File: src/rtl/uart_tx_serializer.sv
// -----------------------------------------------------------------------------
// uart_tx_serializer
//
// Purpose:
//   UART transmit serializer. Accepts a parallel word plus frame configuration
//   and shifts out one frame per request, one bit per CLK cycle:
//     start (0), DATA_WIDTH data bits LSB first, optional parity, stop (1).
//   CLK is the transmit bit-rate clock. The line idles high.
//
// Optional feature:
//   UART_TX_HOLD_BUF_EN - when defined, adds a one-entry holding register so a
//   request arriving while a frame is on the line is queued and launched
//   back-to-back (no idle cycle) after the current stop bit. When undefined,
//   requests made while busy are dropped.
//
// Ports:
//   CLK         in   1           transmit bit clock, all logic on posedge
//   RST         in   1           synchronous active-high reset
//   P_DATA      in   DATA_WIDTH  parallel word to send
//   Data_Valid  in   1           single-cycle request to send P_DATA
//   PAR_EN      in   1           1 = append a parity bit
//   PAR_TYP     in   1           0 = even parity, 1 = odd parity
//   TX_OUT      out  1           serial line (registered), idle high
//   Busy        out  1           high while a frame is on the line (registered)
// -----------------------------------------------------------------------------
module uart_tx_serializer #(
   parameter int DATA_WIDTH = 8
) (
   input  logic                  CLK,
   input  logic                  RST,
   input  logic [DATA_WIDTH-1:0] P_DATA,
   input  logic                  Data_Valid,
   input  logic                  PAR_EN,
   input  logic                  PAR_TYP,
   output logic                  TX_OUT,
   output logic                  Busy
);

   localparam int CNT_W = (DATA_WIDTH > 1) ? $clog2(DATA_WIDTH) : 1;
   localparam logic [CNT_W-1:0] LAST_BIT = CNT_W'(DATA_WIDTH - 1);

   typedef enum logic [2:0] {
      ST_IDLE   = 3'd0,
      ST_START  = 3'd1,
      ST_DATA   = 3'd2,
      ST_PARITY = 3'd3,
      ST_STOP   = 3'd4
   } state_t;

   // Parity bit that makes the total count of ones even (odd=0) or odd (odd=1).
   function automatic logic parity_bit(input logic [DATA_WIDTH-1:0] data,
                                       input logic                  odd);
      return (^data) ^ odd;
   endfunction

   state_t                state_q,   state_d;
   logic [DATA_WIDTH-1:0] shift_q,   shift_d;
   logic [CNT_W-1:0]      bit_cnt_q, bit_cnt_d;
   logic                  par_en_q,  par_en_d;
   logic                  par_bit_q, par_bit_d;
   logic                  tx_out_q,  tx_out_d;
   logic                  busy_q,    busy_d;

`ifdef UART_TX_HOLD_BUF_EN
   logic [DATA_WIDTH-1:0] hold_data_q,    hold_data_d;
   logic                  hold_par_en_q,  hold_par_en_d;
   logic                  hold_par_bit_q, hold_par_bit_d;
   logic                  hold_vld_q,     hold_vld_d;
`endif

   // Next-state and next-output logic; outputs are computed for the state
   // being entered so the registered line reflects the new state directly.
   always_comb begin
      state_d   = state_q;
      shift_d   = shift_q;
      bit_cnt_d = bit_cnt_q;
      par_en_d  = par_en_q;
      par_bit_d = par_bit_q;
      tx_out_d  = 1'b1;
      busy_d    = 1'b0;
`ifdef UART_TX_HOLD_BUF_EN
      hold_data_d    = hold_data_q;
      hold_par_en_d  = hold_par_en_q;
      hold_par_bit_d = hold_par_bit_q;
      hold_vld_d     = hold_vld_q;
`endif

      case (state_q)
         ST_IDLE: begin
            if (Data_Valid) begin
               state_d   = ST_START;
               shift_d   = P_DATA;
               par_en_d  = PAR_EN;
               par_bit_d = parity_bit(P_DATA, PAR_TYP);
               tx_out_d  = 1'b0;
               busy_d    = 1'b1;
            end else begin
               tx_out_d  = 1'b1;
               busy_d    = 1'b0;
            end
         end

         ST_START: begin
            // First data bit goes out now; the shifter then exposes the next one.
            state_d   = ST_DATA;
            bit_cnt_d = '0;
            tx_out_d  = shift_q[0];
            shift_d   = shift_q >> 1;
            busy_d    = 1'b1;
         end

         ST_DATA: begin
            busy_d = 1'b1;
            if (bit_cnt_q == LAST_BIT) begin
               bit_cnt_d = '0;
               if (par_en_q) begin
                  state_d  = ST_PARITY;
                  tx_out_d = par_bit_q;
               end else begin
                  state_d  = ST_STOP;
                  tx_out_d = 1'b1;
               end
            end else begin
               bit_cnt_d = bit_cnt_q + CNT_W'(1);
               tx_out_d  = shift_q[0];
               shift_d   = shift_q >> 1;
            end
         end

         ST_PARITY: begin
            state_d  = ST_STOP;
            tx_out_d = 1'b1;
            busy_d   = 1'b1;
         end

         ST_STOP: begin
`ifdef UART_TX_HOLD_BUF_EN
            // A queued frame (or one requested right now) starts with no idle gap.
            if (hold_vld_q) begin
               state_d    = ST_START;
               shift_d    = hold_data_q;
               par_en_d   = hold_par_en_q;
               par_bit_d  = hold_par_bit_q;
               hold_vld_d = 1'b0;
               tx_out_d   = 1'b0;
               busy_d     = 1'b1;
            end else if (Data_Valid) begin
               state_d   = ST_START;
               shift_d   = P_DATA;
               par_en_d  = PAR_EN;
               par_bit_d = parity_bit(P_DATA, PAR_TYP);
               tx_out_d  = 1'b0;
               busy_d    = 1'b1;
            end else begin
               state_d  = ST_IDLE;
               tx_out_d = 1'b1;
               busy_d   = 1'b0;
            end
`else
            state_d  = ST_IDLE;
            tx_out_d = 1'b1;
            busy_d   = 1'b0;
`endif
         end

         default: begin
            state_d   = ST_IDLE;
            bit_cnt_d = '0;
            tx_out_d  = 1'b1;
            busy_d    = 1'b0;
         end
      endcase

`ifdef UART_TX_HOLD_BUF_EN
      // Requests mid-frame fill an empty holding slot; STOP is handled above.
      if (Data_Valid && !hold_vld_q && (state_q != ST_IDLE) && (state_q != ST_STOP)) begin
         hold_data_d    = P_DATA;
         hold_par_en_d  = PAR_EN;
         hold_par_bit_d = parity_bit(P_DATA, PAR_TYP);
         hold_vld_d     = 1'b1;
      end else begin
         hold_vld_d     = hold_vld_d;
      end
`endif
   end

   // State, datapath and output registers with synchronous reset.
   always_ff @(posedge CLK) begin
      if (RST) begin
         state_q   <= ST_IDLE;
         shift_q   <= '0;
         bit_cnt_q <= '0;
         par_en_q  <= 1'b0;
         par_bit_q <= 1'b0;
         tx_out_q  <= 1'b1;
         busy_q    <= 1'b0;
`ifdef UART_TX_HOLD_BUF_EN
         hold_data_q    <= '0;
         hold_par_en_q  <= 1'b0;
         hold_par_bit_q <= 1'b0;
         hold_vld_q     <= 1'b0;
`endif
      end else begin
         state_q   <= state_d;
         shift_q   <= shift_d;
         bit_cnt_q <= bit_cnt_d;
         par_en_q  <= par_en_d;
         par_bit_q <= par_bit_d;
         tx_out_q  <= tx_out_d;
         busy_q    <= busy_d;
`ifdef UART_TX_HOLD_BUF_EN
         hold_data_q    <= hold_data_d;
         hold_par_en_q  <= hold_par_en_d;
         hold_par_bit_q <= hold_par_bit_d;
         hold_vld_q     <= hold_vld_d;
`endif
      end
   end

   assign TX_OUT = tx_out_q;
   assign Busy   = busy_q;

endmodule
File: config.mk
export PLATFORM = sky130hd
export DESIGN_NAME = uart_tx_serializer
export DESIGN_NICKNAME = d
export VERILOG_FILES = /design/src/rtl/uart_tx_serializer.sv
export SDC_FILE = /design/constraint.sdc
export NUM_CORES = 1
export LEC_CHECK = 0
export ABC_CLOCK_PERIOD_IN_PS = 4200
export BUFFER_PORTS_ARGS = -buffer_cell sky130_fd_sc_hd__buf_2
export CAP_MARGIN = 0
export CORE_ASPECT_RATIO = 0.9
export CORE_MARGIN = 3
export CORE_UTILIZATION = 55
export CTS_CLUSTER_SIZE = 40
export DETAILED_ROUTE_END_ITERATION = 8
export GPL_ROUTABILITY_DRIVEN = 0
export PLACE_DENSITY = 0.9
export SETUP_SLACK_MARGIN = 0.4
export SLEW_MARGIN = 15
export SYNTH_ARGS = -nofsm -noshare
export SYNTH_HDL_FRONTEND = slang
export SYNTH_SLANG_ARGS = --single-unit
File: constraint.sdc
create_clock -name CLK -period 4.2 [get_ports CLK]
set_clock_uncertainty 0.2 [all_clocks]
set_input_delay 1.26 -clock CLK [delete_from_list [all_inputs] [get_ports CLK]]
set_output_delay 1.26 -clock CLK [all_outputs]
set_load 0.01 [all_outputs]
# Word-level counts from Yosys, hierarchy flattened
# Index checks and enable logic that the tools add are counted.
[op_classes]
reduce_logical = 8
muxes = 15
eq_ne = 8
bitwise_logic = 1
add_sub_neg = 1
[ops]
columns = ["operator", "count"]
rows = [
  ["case mux 8 bit (3 select lines)", 1],
  ["2-to-1 mux 8 bit", 2],
  ["2-to-1 mux 3 bit", 4],
  ["case mux 3 bit (4 select lines)", 1],
  ["XOR reduction 8 bit", 1],
  ["equality test 3 x 2 -> 1 bit (second input constant)", 2],
  ["equality test 3 bit (second input constant)", 2],
  ["!= test 2 bit (second input constant)", 3],
  ["case mux 3 bit (2 select lines)", 1],
  ["OR reduction 3 bit", 2],
  ["2-to-1 mux 1 bit", 4],
  ["AND reduction 2 bit", 2],
  ["adder 3 x 1 -> 3 bit (second input constant)", 1],
  ["equality test 3 x 1 -> 1 bit (second input constant)", 1],
  ["zero test 3 bit", 1],
  ["case mux 1 bit (3 select lines)", 1],
  ["AND reduction 3 bit", 1],
  ["nonzero test 3 bit", 1],
  ["case mux 1 bit (2 select lines)", 1],
  ["XOR 1 bit", 1],
]
[totals]
input_bits = 13
elab_cells = 40
reg_bits = 18
out_inout_bits = 2

# Longest topological paths before layout
[depth]
depth_word = 3
mapped_depth = 7
mapped_depth_nobuf = 6

# Worst setup path before layout
# Ideal clock, no wire load.
[synth_timing]
path_kind = "input-to-reg"
startpoint = "input port Data_Valid"
endpoint = "register par_bit_q"
n_path_buf = 0
path_stages = 4
required_time_ns = 3.921
setup_time_ns = 0.079
path_slack_ns = 1.857
arrival_time_ns = 2.064
cell_sequence = "or4b_1 -> nor2_1 -> nand2_1 -> o211ai_1"
[synth_via]
elab_chain_cells = 1
[synth_lines]
columns = ["element", "line_no", "text"]
rows = [
  ["start, declared", "32", "input logic Data_Valid,"],
  ["AND reduction 2 bit (no source line)", "-", ""],
  ["end signal, assigned", "208", "par_bit_q <= par_bit_d;"],
  ["end, declared", "60", "logic par_bit_q, par_bit_d;"],
]
# Every way passes these cells.
# A chain may end at the register's enable or synchronous reset.

# Worst setup path in the final report
[layout_timing]
startpoint = "register bit_cnt_q[0]"
endpoint = "register shift_q[7]"
[layout_via]
elab_chain_cells = 3
[layout_lines]
columns = ["element", "line_no", "text"]
rows = [
  ["start, declared", "58", "logic [CNT_W-1:0] bit_cnt_q, bit_cnt_d;"],
  ["start signal, assigned", "206", "bit_cnt_q <= bit_cnt_d;"],
  ["equality test 3 bit", "114", "if (bit_cnt_q == LAST_BIT) begin"],
  ["!= test 2 bit (no source line)", "-", ""],
  ["AND reduction 3 bit (no source line)", "-", ""],
  ["end signal, assigned", "205", "shift_q <= shift_d;"],
  ["end, declared", "57", "logic [DATA_WIDTH-1:0] shift_q, shift_d;"],
]
# Every way passes these cells.

==> summary.md <==
| Metric | Value |
|---|---|
| Status | completed |
| Synth Instances | 113 |
| Final #Nets | 141 |
| Share of layout cells above drive strength 1 | 0.184 |
| Slew headroom | 0.613 |
| Setup TNS | 0 ps |
| CTS tree | yes |
| Unrepaired setup endpoints after global routing | false |
| First-pass GRT wire length | 3020 µm |
| Setup ws final | 1840 ps |
| Post-Synth XOR/XNOR Area | 0.0772 |
| TritonRoute pass-1 iters | 6 |
| Top_reg_cell synth | dfxtp_1 |
| VDD IR max | 0.244 mV |
| Post-synth cell types | 33 |
| Crit start category | flop |
| Post-DP HPWL | 1330 µm |
| Routed WL per cell | 12.5 µm |
| Area grow syn2layout | 10.2% |
| EDFF count, synth | 0 |
| Post-synthesis mux area share | 0.0219 |
| WP data required | 4250 ps |
| WP data arrival | 2400 ps |
| Max Slew Vio Count | 0 |
| Leak pwr | 0.000412 µW |
| Antenna Diode Count | 0 |
| Total GRT Usage | 0.181 |
| Share of synthesized cell area in and, or, nand and nor gates | 0.218 |
| Syn nets | 128 |
| CTS resizes | 0 |
| Die extent in y | 45.9 µm |
| Crit. End Element | flop |
| Final Cycle Share | 0.561 |
| Clock sink count | 18 |
| Initial drt markers | 16 |
| Total core area | 1550 µm² |
| Input/output buffers | 14 |
| Largest net degree at the start of global routing | 19 |
| Seq cells post-synth | 18 |
| Die span in x | 50.3 µm |
| Die area | 2310 µm² |
| Final wirelength | 1830 µm |
| Final min period | 2360 ps |
| Async SR Flop Fraction | 0 |
| Hold Vio Cnt, Final | 0 |
| Hold WC Path Type | reg -> reg |
| Pwr per Cell Area | 364 nW/µm² |
| H-Tree Level Count | 1 |
| CTS max path bufs | 2 |
| Row count | 13 |
| Initial Util | 0.629 |
| Vias in the first global route | 731 |
| Clock Pin Slew Worst Setup and Hold Paths | 100 ps |
| # hold bufs at CTS | 0 |
| Fillers | 118 |
| Avg Inst Size Synth | 8.60 µm² |
| Gr ovfl total | 0 |
| I/O pin cnt | 15 |
| Synth Area in Compound Gates | 0.239 |
| CTS buffer count | 3 |
| Final Setup Violations | 0 |
| Post-route ant nets | 0 |
| Main combinational cell family by area after synthesis | compound AO/OA/AOI/OAI gates |
| Latest clock arrival within the worst-skew pair | 300 ps |
| Initial antenna violation count | 0 |
| DR vias/cell | 5.66 |
| Post-Synth Adder-Cell Area | 0.0257 |
| Maxcap violations | 0 |
| Seq/Total Area, Yosys | 0.371 |
| Clock Root Buffer | clkbuf_4 |
| Yosys warning count | 0 |
| Vias post-DR | 832 |
| CP Class | reg -> reg |
| Post-Synthesis Cell Area | 972 µm² |
| Worst-margin pin slew | 579 ps |
| # DRC | 0 |
| Crit Path Max Fanout | 15 |
| Post-Place Worst Slack | 1610 ps |
| Max Freq | 425 MHz |
| Post-CTS Setup Repair Bufs | 0 |
-- through the flow --
| step | util | std cells | total power [µW] | hold slack, ps | area, µm² |
|---|---|---|---|---|---|
| floorplan | - | 113 | 267 | 250 | 972 |
| global placement | 0.670 | 143 | 281 | 266 | 1030 |
| detailed placement | 0.670 | 143 | 285 | 272 | 1030 |
| CTS | 0.693 | 147 | 392 | 287 | 1070 |
| global route | 0.693 | 147 | 411 | 307 | 1070 |
| finish | 0.693 | 147 | 390 | 286 | 1070 |
-- synthesized netlist by cell type (2+ instances only) --
| master | number | share of area |
|---|---|---|
| a21oi_1 | 6 | 0.031 |
| inv_1 | 3 | 0.012 |
| o21bai_1 | 2 | 0.015 |
| nand2_1 | 14 | 0.054 |
| nand2b_1 | 4 | 0.026 |
| clkbuf_1 | 3 | 0.012 |
| a311oi_1 | 4 | 0.036 |
| dfxtp_1 | 18 | 0.37 |
| ha_1 | 2 | 0.026 |
| xor2_1 | 2 | 0.018 |
| nor2_1 | 17 | 0.066 |
| nand3b_1 | 3 | 0.023 |
| xnor2_1 | 4 | 0.036 |
| a311oi_2 | 3 | 0.046 |
| o21ai_0 | 10 | 0.051 |
-- flip-flops by register name, indices dropped and copies added (netlist names) --
register	count
Busy	1
TX_OUT	1
bit_cnt_q	3
par_bit_q	1
par_en_q	1
shift_q	8
state_q	3
-- power by group --
part	total [µW]	switching (µW)	internal (µW)	leakage, µW
registers	201	13.5	187	0.000148
logic	80.4	42.2	38.2	0.000243
clock network	108	55.4	52.9	0.0000210
-- path summary, 6_finish.rpt --
check | from | end | slack, ps | cells past startpoint
max reg2reg | bit_cnt_q[0]$_SDFFE_PP0N_ | shift_q[7]$_SDFFE_PP0P_ | 1840 | 6
min | bit_cnt_q[1]$_SDFFE_PP0N_ | bit_cnt_q[1]$_SDFFE_PP0N_ | 290 | 2
max | bit_cnt_q[0]$_SDFFE_PP0N_ | shift_q[7]$_SDFFE_PP0P_ | 1840 | 6
min reg2reg | bit_cnt_q[1]$_SDFFE_PP0N_ | bit_cnt_q[1]$_SDFFE_PP0N_ | 290 | 2
-- worst max-delay path, cell delays in order, from the launching register on --
cell and delay (ps):
dfxtp_1 350, ha_1 200, ha_1 260, or3b_1 420, a21oi_4 400, mux2_2 390
nor2_1 70
-- layout by cell type (no fill, tap or decap), drive strengths merged --
cell type / count
dfxtp: 18
nor2: 17
nand2: 14
buf: 14
o21ai: 10
a21oi: 7
a311oi: 7
xnor2: 4
nand2b: 4
clkbuf: 4
inv: 3
nand3b: 3
o21bai: 2
xor2: 2
ha: 2
or3b: 1
mux2: 1
or4b: 1
mux2i: 1
xnor3: 1
o211ai: 1
and3b: 1
o31a: 1
o32ai: 1
nor4b: 1
nor2b: 1
a21boi: 1
nand3: 1
a2111oi: 1
-- logic make-up after synthesis --
logic type / Yosys count
flops: 18
compound gates: 31
simple gates: 44
fa+ha+maj: 2
xor+xnor: 7
buf+inv: 9
mux: 2
-- layout make-up --
| type | count | area (µm²) | area share |
|---|---|---|---|
| inverter | 3 | 11.3 | 0.0105 |
| clock buffer | 4 | 36.3 | 0.0339 |
| tap | 22 | 27.5 | 0.0257 |
| timing repair buffer | 14 | 70.1 | 0.0654 |
| multi-input combinational | 86 | 566 | 0.528 |
| sequential | 18 | 360 | 0.336 |
-- routing by layer --
layer	vias up	global-route usage	wire (µm)
met3	5	0.0525	74
met5	-	0	0
met4	0	0.113	43
li1	423	-	-
met1	388	0.200	865
met2	16	0.310	847
(Power assumes the default switching activity.)
